**config.mk**
```make
export PLATFORM = sky130hd
export DESIGN_NAME = aes_key_expander
export DESIGN_NICKNAME = d
export VERILOG_FILES = /design/src/rtl/aes_pkg.sv /design/src/rtl/aes_key_expander_sub_word.sv /design/src/rtl/aes_key_expander.sv
export SDC_FILE = /design/constraint.sdc
export NUM_CORES = 2
export LEC_CHECK = 0
export CORE_UTILIZATION = 58
export DETAILED_ROUTE_END_ITERATION = 16
export PLACE_DENSITY = 0.91
export SKIP_LAST_GASP = 1
export SYNTH_ARGS = -nofsm -noshare
export SYNTH_HDL_FRONTEND = slang
export SYNTH_SLANG_ARGS = --single-unit
```
**constraint.sdc**
```tcl
create_clock -name clk -period 20.9 [get_ports clk]
set_clock_uncertainty 0.1 [all_clocks]
set_input_delay 4.18 -clock clk [delete_from_list [all_inputs] [get_ports clk]]
set_output_delay 4.18 -clock clk [all_outputs]
set_load 0.01 [all_outputs]
```
**src/rtl/aes_pkg.sv**
```systemverilog
// Shared types and GF(2^8) helpers for the AES key schedule.
package aes_pkg;

    typedef logic [31:0] word_t;

    typedef enum logic [1:0] {
        KS128 = 2'd0,
        KS192 = 2'd1,
        KS256 = 2'd2
    } key_size_t;

    typedef enum logic [1:0] {
        ST_IDLE,
        ST_LOAD,
        ST_EXPAND,
        ST_DRAIN
    } state_t;

    // Key length in 32-bit words.
    function automatic logic [3:0] nk(input key_size_t ks);
        case (ks)
            KS128:   return 4'd4;
            KS192:   return 4'd6;
            default: return 4'd8;
        endcase
    endfunction

    // Number of rounds.
    function automatic logic [3:0] nr(input key_size_t ks);
        case (ks)
            KS128:   return 4'd10;
            KS192:   return 4'd12;
            default: return 4'd14;
        endcase
    endfunction

    // Multiply by x in GF(2^8) modulo x^8+x^4+x^3+x+1.
    function automatic logic [7:0] xtime(input logic [7:0] b);
        return {b[6:0], 1'b0} ^ (b[7] ? 8'h1b : 8'h00);
    endfunction

    // General GF(2^8) multiply, shift-and-add.
    function automatic logic [7:0] gmul(input logic [7:0] a, input logic [7:0] b);
        logic [7:0] p;
        logic [7:0] aa;
        p  = 8'h00;
        aa = a;
        for (int k = 0; k < 8; k++) begin
            if (b[k]) p = p ^ aa;
            aa = xtime(aa);
        end
        return p;
    endfunction

    // AES S-box: multiplicative inverse (x^254, zero maps to zero) then affine map.
    function automatic logic [7:0] sbox(input logic [7:0] x);
        logic [7:0] inv;
        inv = 8'h01;
        for (int b = 7; b >= 0; b--) begin
            inv = gmul(inv, inv);
            if (b != 0) inv = gmul(inv, x);
        end
        return inv ^ {inv[6:0], inv[7]} ^ {inv[5:0], inv[7:6]}
                   ^ {inv[4:0], inv[7:5]} ^ {inv[3:0], inv[7:4]} ^ 8'h63;
    endfunction

endpackage

```
**src/rtl/aes_key_expander_sub_word.sv**
```systemverilog
// SubWord: four parallel S-box lookups across a 32-bit word.
module sub_word
    import aes_pkg::*;
(
    input  logic [31:0] in_word,
    output logic [31:0] out_word
);

    // Byte-wise substitution, purely combinational.
    always_comb begin
        out_word = {sbox(in_word[31:24]), sbox(in_word[23:16]),
                    sbox(in_word[15:8]),  sbox(in_word[7:0])};
    end

endmodule

```
**src/rtl/aes_key_expander.sv**
```systemverilog
// Sequential AES key schedule: one schedule word per cycle, packed four at a
// time into 128-bit round keys on a valid/ready stream.
module aes_key_expander
    import aes_pkg::*;
#(
    parameter int OUT_SKID = 1
) (
    input  logic         clk,
    input  logic         n_rst,
    input  logic         start,
    input  logic [1:0]   key_size,
    input  logic [255:0] key_in,
    output logic         busy,
    output logic         rk_valid,
    input  logic         rk_ready,
    output logic [127:0] rk_data,
    output logic [3:0]   rk_index,
    output logic         rk_last,
    output logic         done
);

    localparam int DEPTH = (OUT_SKID != 0) ? 2 : 1;

    state_t       state_q, state_d;
    key_size_t    ks_q, ks_d;
    logic [5:0]   cnt_q, cnt_d;
    logic [3:0]   ph_q, ph_d;
    logic [7:0]   rcon_q, rcon_d;
    word_t        win_q [8];
    word_t        win_d [8];
    word_t        asm_q [3];
    word_t        asm_d [3];
    logic [1:0]   ocnt_q, ocnt_d;
    logic [127:0] odata_q [2];
    logic [127:0] odata_d [2];
    logic [3:0]   oidx_q [2];
    logic [3:0]   oidx_d [2];
    logic         olast_q [2];
    logic         olast_d [2];

    logic [3:0]   nk_w;
    logic [5:0]   last_word;
    word_t        temp, w_back, sw_in, sw_out, gen_word, push_word;
    logic         pop, can_take, do_push, push_out;
    logic [1:0]   wslot;

    // Window depth 0 holds w[i-1]; depth Nk-1 holds w[i-Nk].
    assign nk_w      = nk(ks_q);
    assign last_word = {nr(ks_q), 2'b00} + 6'd3;
    assign temp      = win_q[0];
    assign w_back    = win_q[3'(nk_w - 4'd1)];
    assign sw_in     = (ph_q == 4'd0) ? {temp[23:0], temp[31:24]} : temp;

    sub_word u_sub_word (
        .in_word  (sw_in),
        .out_word (sw_out)
    );

    // Next schedule word; the three FIPS-197 cases keyed on i mod Nk.
    always_comb begin
        if (ph_q == 4'd0)
            gen_word = w_back ^ sw_out ^ {rcon_q, 24'h0};
        else if (nk_w == 4'd8 && ph_q == 4'd4)
            gen_word = w_back ^ sw_out;
        else
            gen_word = w_back ^ temp;
    end

    // During LOAD the key words rotate out of the top of the window.
    assign push_word = (state_q == ST_LOAD) ? win_q[7] : gen_word;
    assign pop       = (ocnt_q != 2'd0) && rk_ready;
    assign can_take  = (ocnt_q < 2'(DEPTH)) || pop;
    assign do_push   = ((state_q == ST_LOAD) || (state_q == ST_EXPAND)) &&
                       ((cnt_q[1:0] != 2'd3) || can_take);
    assign push_out  = do_push && (cnt_q[1:0] == 2'd3);

    // Control FSM, word counter, rcon, key window and 3-word assembly.
    always_comb begin
        state_d = state_q;
        ks_d    = ks_q;
        cnt_d   = cnt_q;
        ph_d    = ph_q;
        rcon_d  = rcon_q;
        win_d   = win_q;
        asm_d   = asm_q;
        case (state_q)
            ST_IDLE: begin
                if (start) begin
                    state_d = ST_LOAD;
                    ks_d    = (key_size == 2'd3) ? KS256 : key_size_t'(key_size);
                    cnt_d   = 6'd0;
                    ph_d    = 4'd0;
                    rcon_d  = 8'h01;
                    for (int j = 0; j < 8; j++) win_d[7 - j] = key_in[255 - 32*j -: 32];
                end
            end
            ST_LOAD, ST_EXPAND: begin
                if (do_push) begin
                    win_d[0] = push_word;
                    for (int k = 1; k < 8; k++) win_d[k] = win_q[k - 1];
                    if (cnt_q[1:0] != 2'd3) asm_d[cnt_q[1:0]] = push_word;
                    cnt_d = cnt_q + 6'd1;
                    ph_d  = (ph_q == nk_w - 4'd1) ? 4'd0 : ph_q + 4'd1;
                    if (state_q == ST_EXPAND && ph_q == 4'd0) rcon_d = xtime(rcon_q);
                    if (state_q == ST_LOAD && cnt_q == {2'b00, nk_w - 4'd1})
                        state_d = ST_EXPAND;
                    if (state_q == ST_EXPAND && cnt_q == last_word)
                        state_d = ST_DRAIN;
                end
            end
            ST_DRAIN: begin
                if (pop && olast_q[0]) state_d = ST_IDLE;
            end
            default: state_d = ST_IDLE;
        endcase
    end

    // Output buffer: head entry drives the stream, second entry absorbs a stall.
    always_comb begin
        ocnt_d  = ocnt_q - 2'(pop) + 2'(push_out);
        odata_d = odata_q;
        oidx_d  = oidx_q;
        olast_d = olast_q;
        wslot   = ocnt_q - 2'(pop);
        if (pop) begin
            odata_d[0] = odata_q[1];
            oidx_d[0]  = oidx_q[1];
            olast_d[0] = olast_q[1];
        end
        if (push_out) begin
            odata_d[wslot[0]] = {asm_q[0], asm_q[1], asm_q[2], push_word};
            oidx_d[wslot[0]]  = cnt_q[5:2];
            olast_d[wslot[0]] = (cnt_q == last_word);
        end
    end

    // State registers with asynchronous clear.
    always_ff @(posedge clk or negedge n_rst) begin
        if (!n_rst) begin
            state_q <= ST_IDLE;
            ks_q    <= KS128;
            cnt_q   <= 6'd0;
            ph_q    <= 4'd0;
            rcon_q  <= 8'h01;
            ocnt_q  <= 2'd0;
            for (int k = 0; k < 8; k++) win_q[k] <= '0;
            for (int k = 0; k < 3; k++) asm_q[k] <= '0;
            for (int k = 0; k < 2; k++) begin
                odata_q[k] <= '0;
                oidx_q[k]  <= '0;
                olast_q[k] <= 1'b0;
            end
        end else begin
            state_q <= state_d;
            ks_q    <= ks_d;
            cnt_q   <= cnt_d;
            ph_q    <= ph_d;
            rcon_q  <= rcon_d;
            ocnt_q  <= ocnt_d;
            win_q   <= win_d;
            asm_q   <= asm_d;
            odata_q <= odata_d;
            oidx_q  <= oidx_d;
            olast_q <= olast_d;
        end
    end

    assign busy     = (state_q != ST_IDLE);
    assign rk_valid = (ocnt_q != 2'd0);
    assign rk_data  = odata_q[0];
    assign rk_index = oidx_q[0];
    assign rk_last  = olast_q[0];
    assign done     = pop && olast_q[0];

endmodule

```
==> results of run 1 <==
[timing repair]
action / CTS
pin swaps: 102
gates cloned: 2
endpoints found under the setup margin: 192
gates resized for setup: 238
buffers inserted: 116
[metrics by stage]
step / std cells / setup TNS [ps] / hold WS [ps] / util [%]
after floorplan: 10700 / 0 / 350 / -
after global placement: 12900 / -31070 / 361 / 64.6
after detailed placement: 12900 / -141780 / 370 / 64.6
after CTS: 13200 / 0 / 396 / 67.4
[Yosys cell counts, types with 45 or more instances]
cell type	instances
xor3_1	57
xor2_1	474
xor2_2	45
and3_1	53
inv_1	164
nor3_1	216
a22oi_1	71
mux2i_1	427
xnor2_2	102
mux2_2	164
and2_1	59
nor2_1	1225
a211oi_1	90
nand2_1	1348
o21ai_1	92
buf_1	70
a21oi_1	395
clkbuf_1	525
buf_6	51
nand3_1	182
o21ai_0	521
dfrtp_1	641
a31oi_1	201
a221oi_1	54
o211ai_1	77
o31ai_1	51
xnor2_1	1335
nor2b_1	59
a222oi_1	128
buf_4	177
o22ai_1	92
xnor3_1	386
nand2b_1	93
buf_2	111
[routing by layer]
| layer | GRT usage, % | GRT overflow |
|---|---|---|
| met2 | 76.5 | 107 |
| met1 | 64.2 | 28 |
| met4 | 63.6 | 85 |
| met3 | 59.7 | 28 |
| met5 | 44.8 | 2 |
[logic make-up after synthesis]
group / after synthesis / share of synthesized area [%]
buf+inv: 1135 / 6.20
xor+xnor: 2457 / 33.3
mux: 627 / 7.46
flops: 642 / 18.0
simple gates: 3547 / 17.5
fa+ha+maj: 40 / 0.549
compound gates: 2242 / 17.0
==> impl_metrics.ini, run 1 <==
[timing]
worst_endpoint_kind = register data pin
crit_endpoint = asm_q[69]$_DFFE_PN0P_/D

[placement]
gp_congestion = 1.13
pre_cts_ws_ps = -1250
portBuffers = 397
detailed_place.area_sq_mm = 0.0984
hpwl_um = 228000

[floorplan]
rows = 143
initial_utilization_pct = 58.6
io_pins = 398
fp.dieW_um = 394
dieHeight_um = 394

[yosys]
synth_flop_cell = dfrtp_1
ys_seq_area_share_pct = 18.0
synthCells = 10700
synth_seq_cells = 642
synth_top_area_share_pct = 18.0
synth_area_leaders = dfrtp_1, xnor2_1, xnor3_1
synth_area_leader_cell = dfrtp_1
synth.distinct_cells = 147
ys_warn_count = 0
async_flop_share_pct = 100
syn_nets = 11000
synth_edf_count = 0
synth.avg_cell_area_sq_um = 8.35
synth_area_sq_mm = 0.0893

[run_status]
failed_stage = global routing (5_1_grt)
firstError = [ERROR GRT-0232] Routing congestion too high. Check the congestion heatmap in the GUI.
status = aborted with a tool error

[clock_network]
cts_made_buffers = 58
clk_path_buf_depth = 3
clock-sinks = 642
cts_root_buf = clkbuf_16
ctsHoldBuffers = 0
h-tree-depth = 2

[global_route]
gr-total-overflow = 250
antenna_found_initial = 125
grt_max_degree = 279
track_usage_pct = 66.1
==> run 2: changes to the inputs <==
CORE_UTILIZATION = 40   (was 58)
PLACE_DENSITY = default   (was 0.91)
PLACE_DENSITY_LB_ADDON = 0.15   (was default)
clock period = 27.2 ns   (was 20.9 ns; I/O delays follow)
==> impl_metrics.ini, run 2 <==
[yosys]
synth.distinct_cells = 147
synth_seq_cells = 642
async_flop_share_pct = 100
synth.avg_cell_area_sq_um = 8.35
ys_warn_count = 0
synthCells = 10700
synth_area_leader_cell = dfrtp_1
yosys-top-cells-count = nand2_1, xnor2_1, nor2_1
synth_most_common_cell = nand2_1
synth_flop_cell = dfrtp_1
synth_top_area_share_pct = 18.0
syn_nets = 11000
ys_seq_area_share_pct = 18.0
synth_area_leaders = dfrtp_1, xnor2_1, xnor3_1
synth_edf_count = 0
synth_area_sq_mm = 0.0893

[routing]
drt_iter0_markers = 8985
ant_nets = 0
vias_per_cell = 5.94
routedWlPerCell_um = 24.7
vias = 80600
first_pass_iters = 10
remaining_drc_errors = 0
routed_wl_um = 334000

[worst_setup_path]
crit_top_cell = xnor2_1
cp_slowest_cell = xnor3_1
r2r_cells = 87
path_class = reg -> reg
crit_fanout = 13
start_kind = flip-flop
slowest_delay_ps = 610
critPathCaptureType = flip-flop
crit_required_ps = 27610
cp_data_arrival_time_ps = 26120

[clock_network]
cts_made_buffers = 66
cts_root_buf = clkbuf_16
clk_path_buf_depth = 3
clkLatencyLatePin_ps = 670
clock-sinks = 642
cts_tree = done
clk_pin_slew_ps = 60
h-tree-depth = 3
ctsHoldBuffers = 0

[layout]
largest_reg_flops = 224
mostFrequentLayoutCell = nand2_1
final_area_sq_mm = 0.0975
syn_to_final_growth_pct = 9.20
regMostFlops = win_q
nets = 10800
layout-drive-gt1-share_pct = 9.66
stdcell_count = 13600
nFillCells = 22100
final_cell_mix = nand2_1, xnor2_1, nor2_1, dfrtp_1, o21ai_0

[global_route]
gr-total-overflow = 0
grt_pass1_vias = 75900
grt_pass1_wl_um = 498000
grt_max_degree = 288
antenna_found_initial = 38
track_usage_pct = 28.6

[floorplan]
dieHeight_um = 474
fp.dieArea_sq_mm = 0.225
io_pins = 398
rows = 173
initial_utilization_pct = 40.2
fp.dieW_um = 474
core_sq_mm = 0.222

[timing]
worstMarginPinSlew_ps = 1270
fin_crit_sh_pct = 94.5
rsz0062_at_grt = false
maxSlewViolCount = 0
fmax_mhz = 38.9
hold_violations = 0
fin_crit_ps = 25700
slew_headroom_pct = 15.1
setup_viol = 0

[run_status]
status = finished, final reports clean

[hold_path]
hold_path.class = reg -> reg
whs_path_depth = 2

[placement]
place_inst = 13400
detailed_place.area_sq_mm = 0.0949
gp_congestion = 0.946
hpwl_um = 242000
portBuffers = 397

[run]
maxCapViolCount = 0
## run 2: cell counts after synthesis
Identical to the previous run, type by type.
## run 2: cell families after synthesis
family / after synthesis / synth area share (%)
adder cells (fa/ha/maj): 40 / 0.549
XOR/XNOR: 2457 / 33.3
AO/OA/AOI/OAI: 2242 / 17.0
AND/OR/NAND/NOR: 3547 / 17.5
buffers and inverters: 1135 / 6.20
multiplexers: 627 / 7.46
flip-flops: 642 / 18.0
## run 2: area by class of cell
cell class	instances	area (sq um)	share of cell area, %
multi-input cells	8914	68400	70.2
inverters	188	708	0.727
clock buffers	92	1810	1.86
repair buffers	703	6410	6.58
diodes	25	62.6	0.0642
well taps	2975	3720	3.82
flip-flops and latches	642	16100	16.5
clock inverters	23	251	0.258
## run 2: metal layers
metal | up-vias | GRT usage [%] | wire length, um
li1 | 37000 | - | -
met1 | 39800 | 39.2 | 145000
met2 | 3324 | 45.9 | 155000
met3 | 544 | 3.87 | 24200
met4 | 8 | 9.75 | 10900
met5 | - | 0 | 56
## run 2: critical path, delay by kind of cell (launching register included)
kind                       cells  cell delay [ps]
xor gates and xnor gates      41            14060
and+or+nand+nor               13             2640
adders and majority gates      7             2510
AOI/OAI and AO/OA             10             2280
buffers and inverters         11             2000
muxes                          5             1530
DFF                            1              400
## run 2: what timing repair did
action,4_1_cts,5_1_grt
buffers inserted,0,20
cloned,0,1
pin swaps,0,3
resized for setup,2,39
setup endpoints to repair,5,160
## run 2: per-stage QoR
| step | worst slack, ps | TNS (ps) | utilization (%) | hold WS (ps) |
|---|---|---|---|---|
| 3_5_place_dp | 94.5 | 0 | 42.7 | 370 |
| 6_report | 1500 | 0 | 43.9 | 377 |
| 3_3_place_gp | -63.2 | -187 | 42.7 | 361 |
| 2_1_floorplan | 4210 | 0 | - | 350 |
| 5_1_grt | 39.3 | 0 | 43.9 | 403 |
| 4_1_cts | 137 | 0 | 43.7 | 383 |
## run 2: worst paths after layout
path	slack, ps	endpoint	from
max in group asynchronous	20550	temp[4]	n_rst
worst min register to register	380	win_q[45]	win_q[45]
min in group asynchronous	4770	rk_data[122]	n_rst
worst max-delay path	1500	asm_q[87]	ph_q[1]
worst max register to register	1500	asm_q[87]	ph_q[1]
worst min-delay path	380	win_q[45]	win_q[45]
Power of run 2 is not shown: default switching activity piles up to over one toggle a cycle in this logic, so the estimate is an artifact.
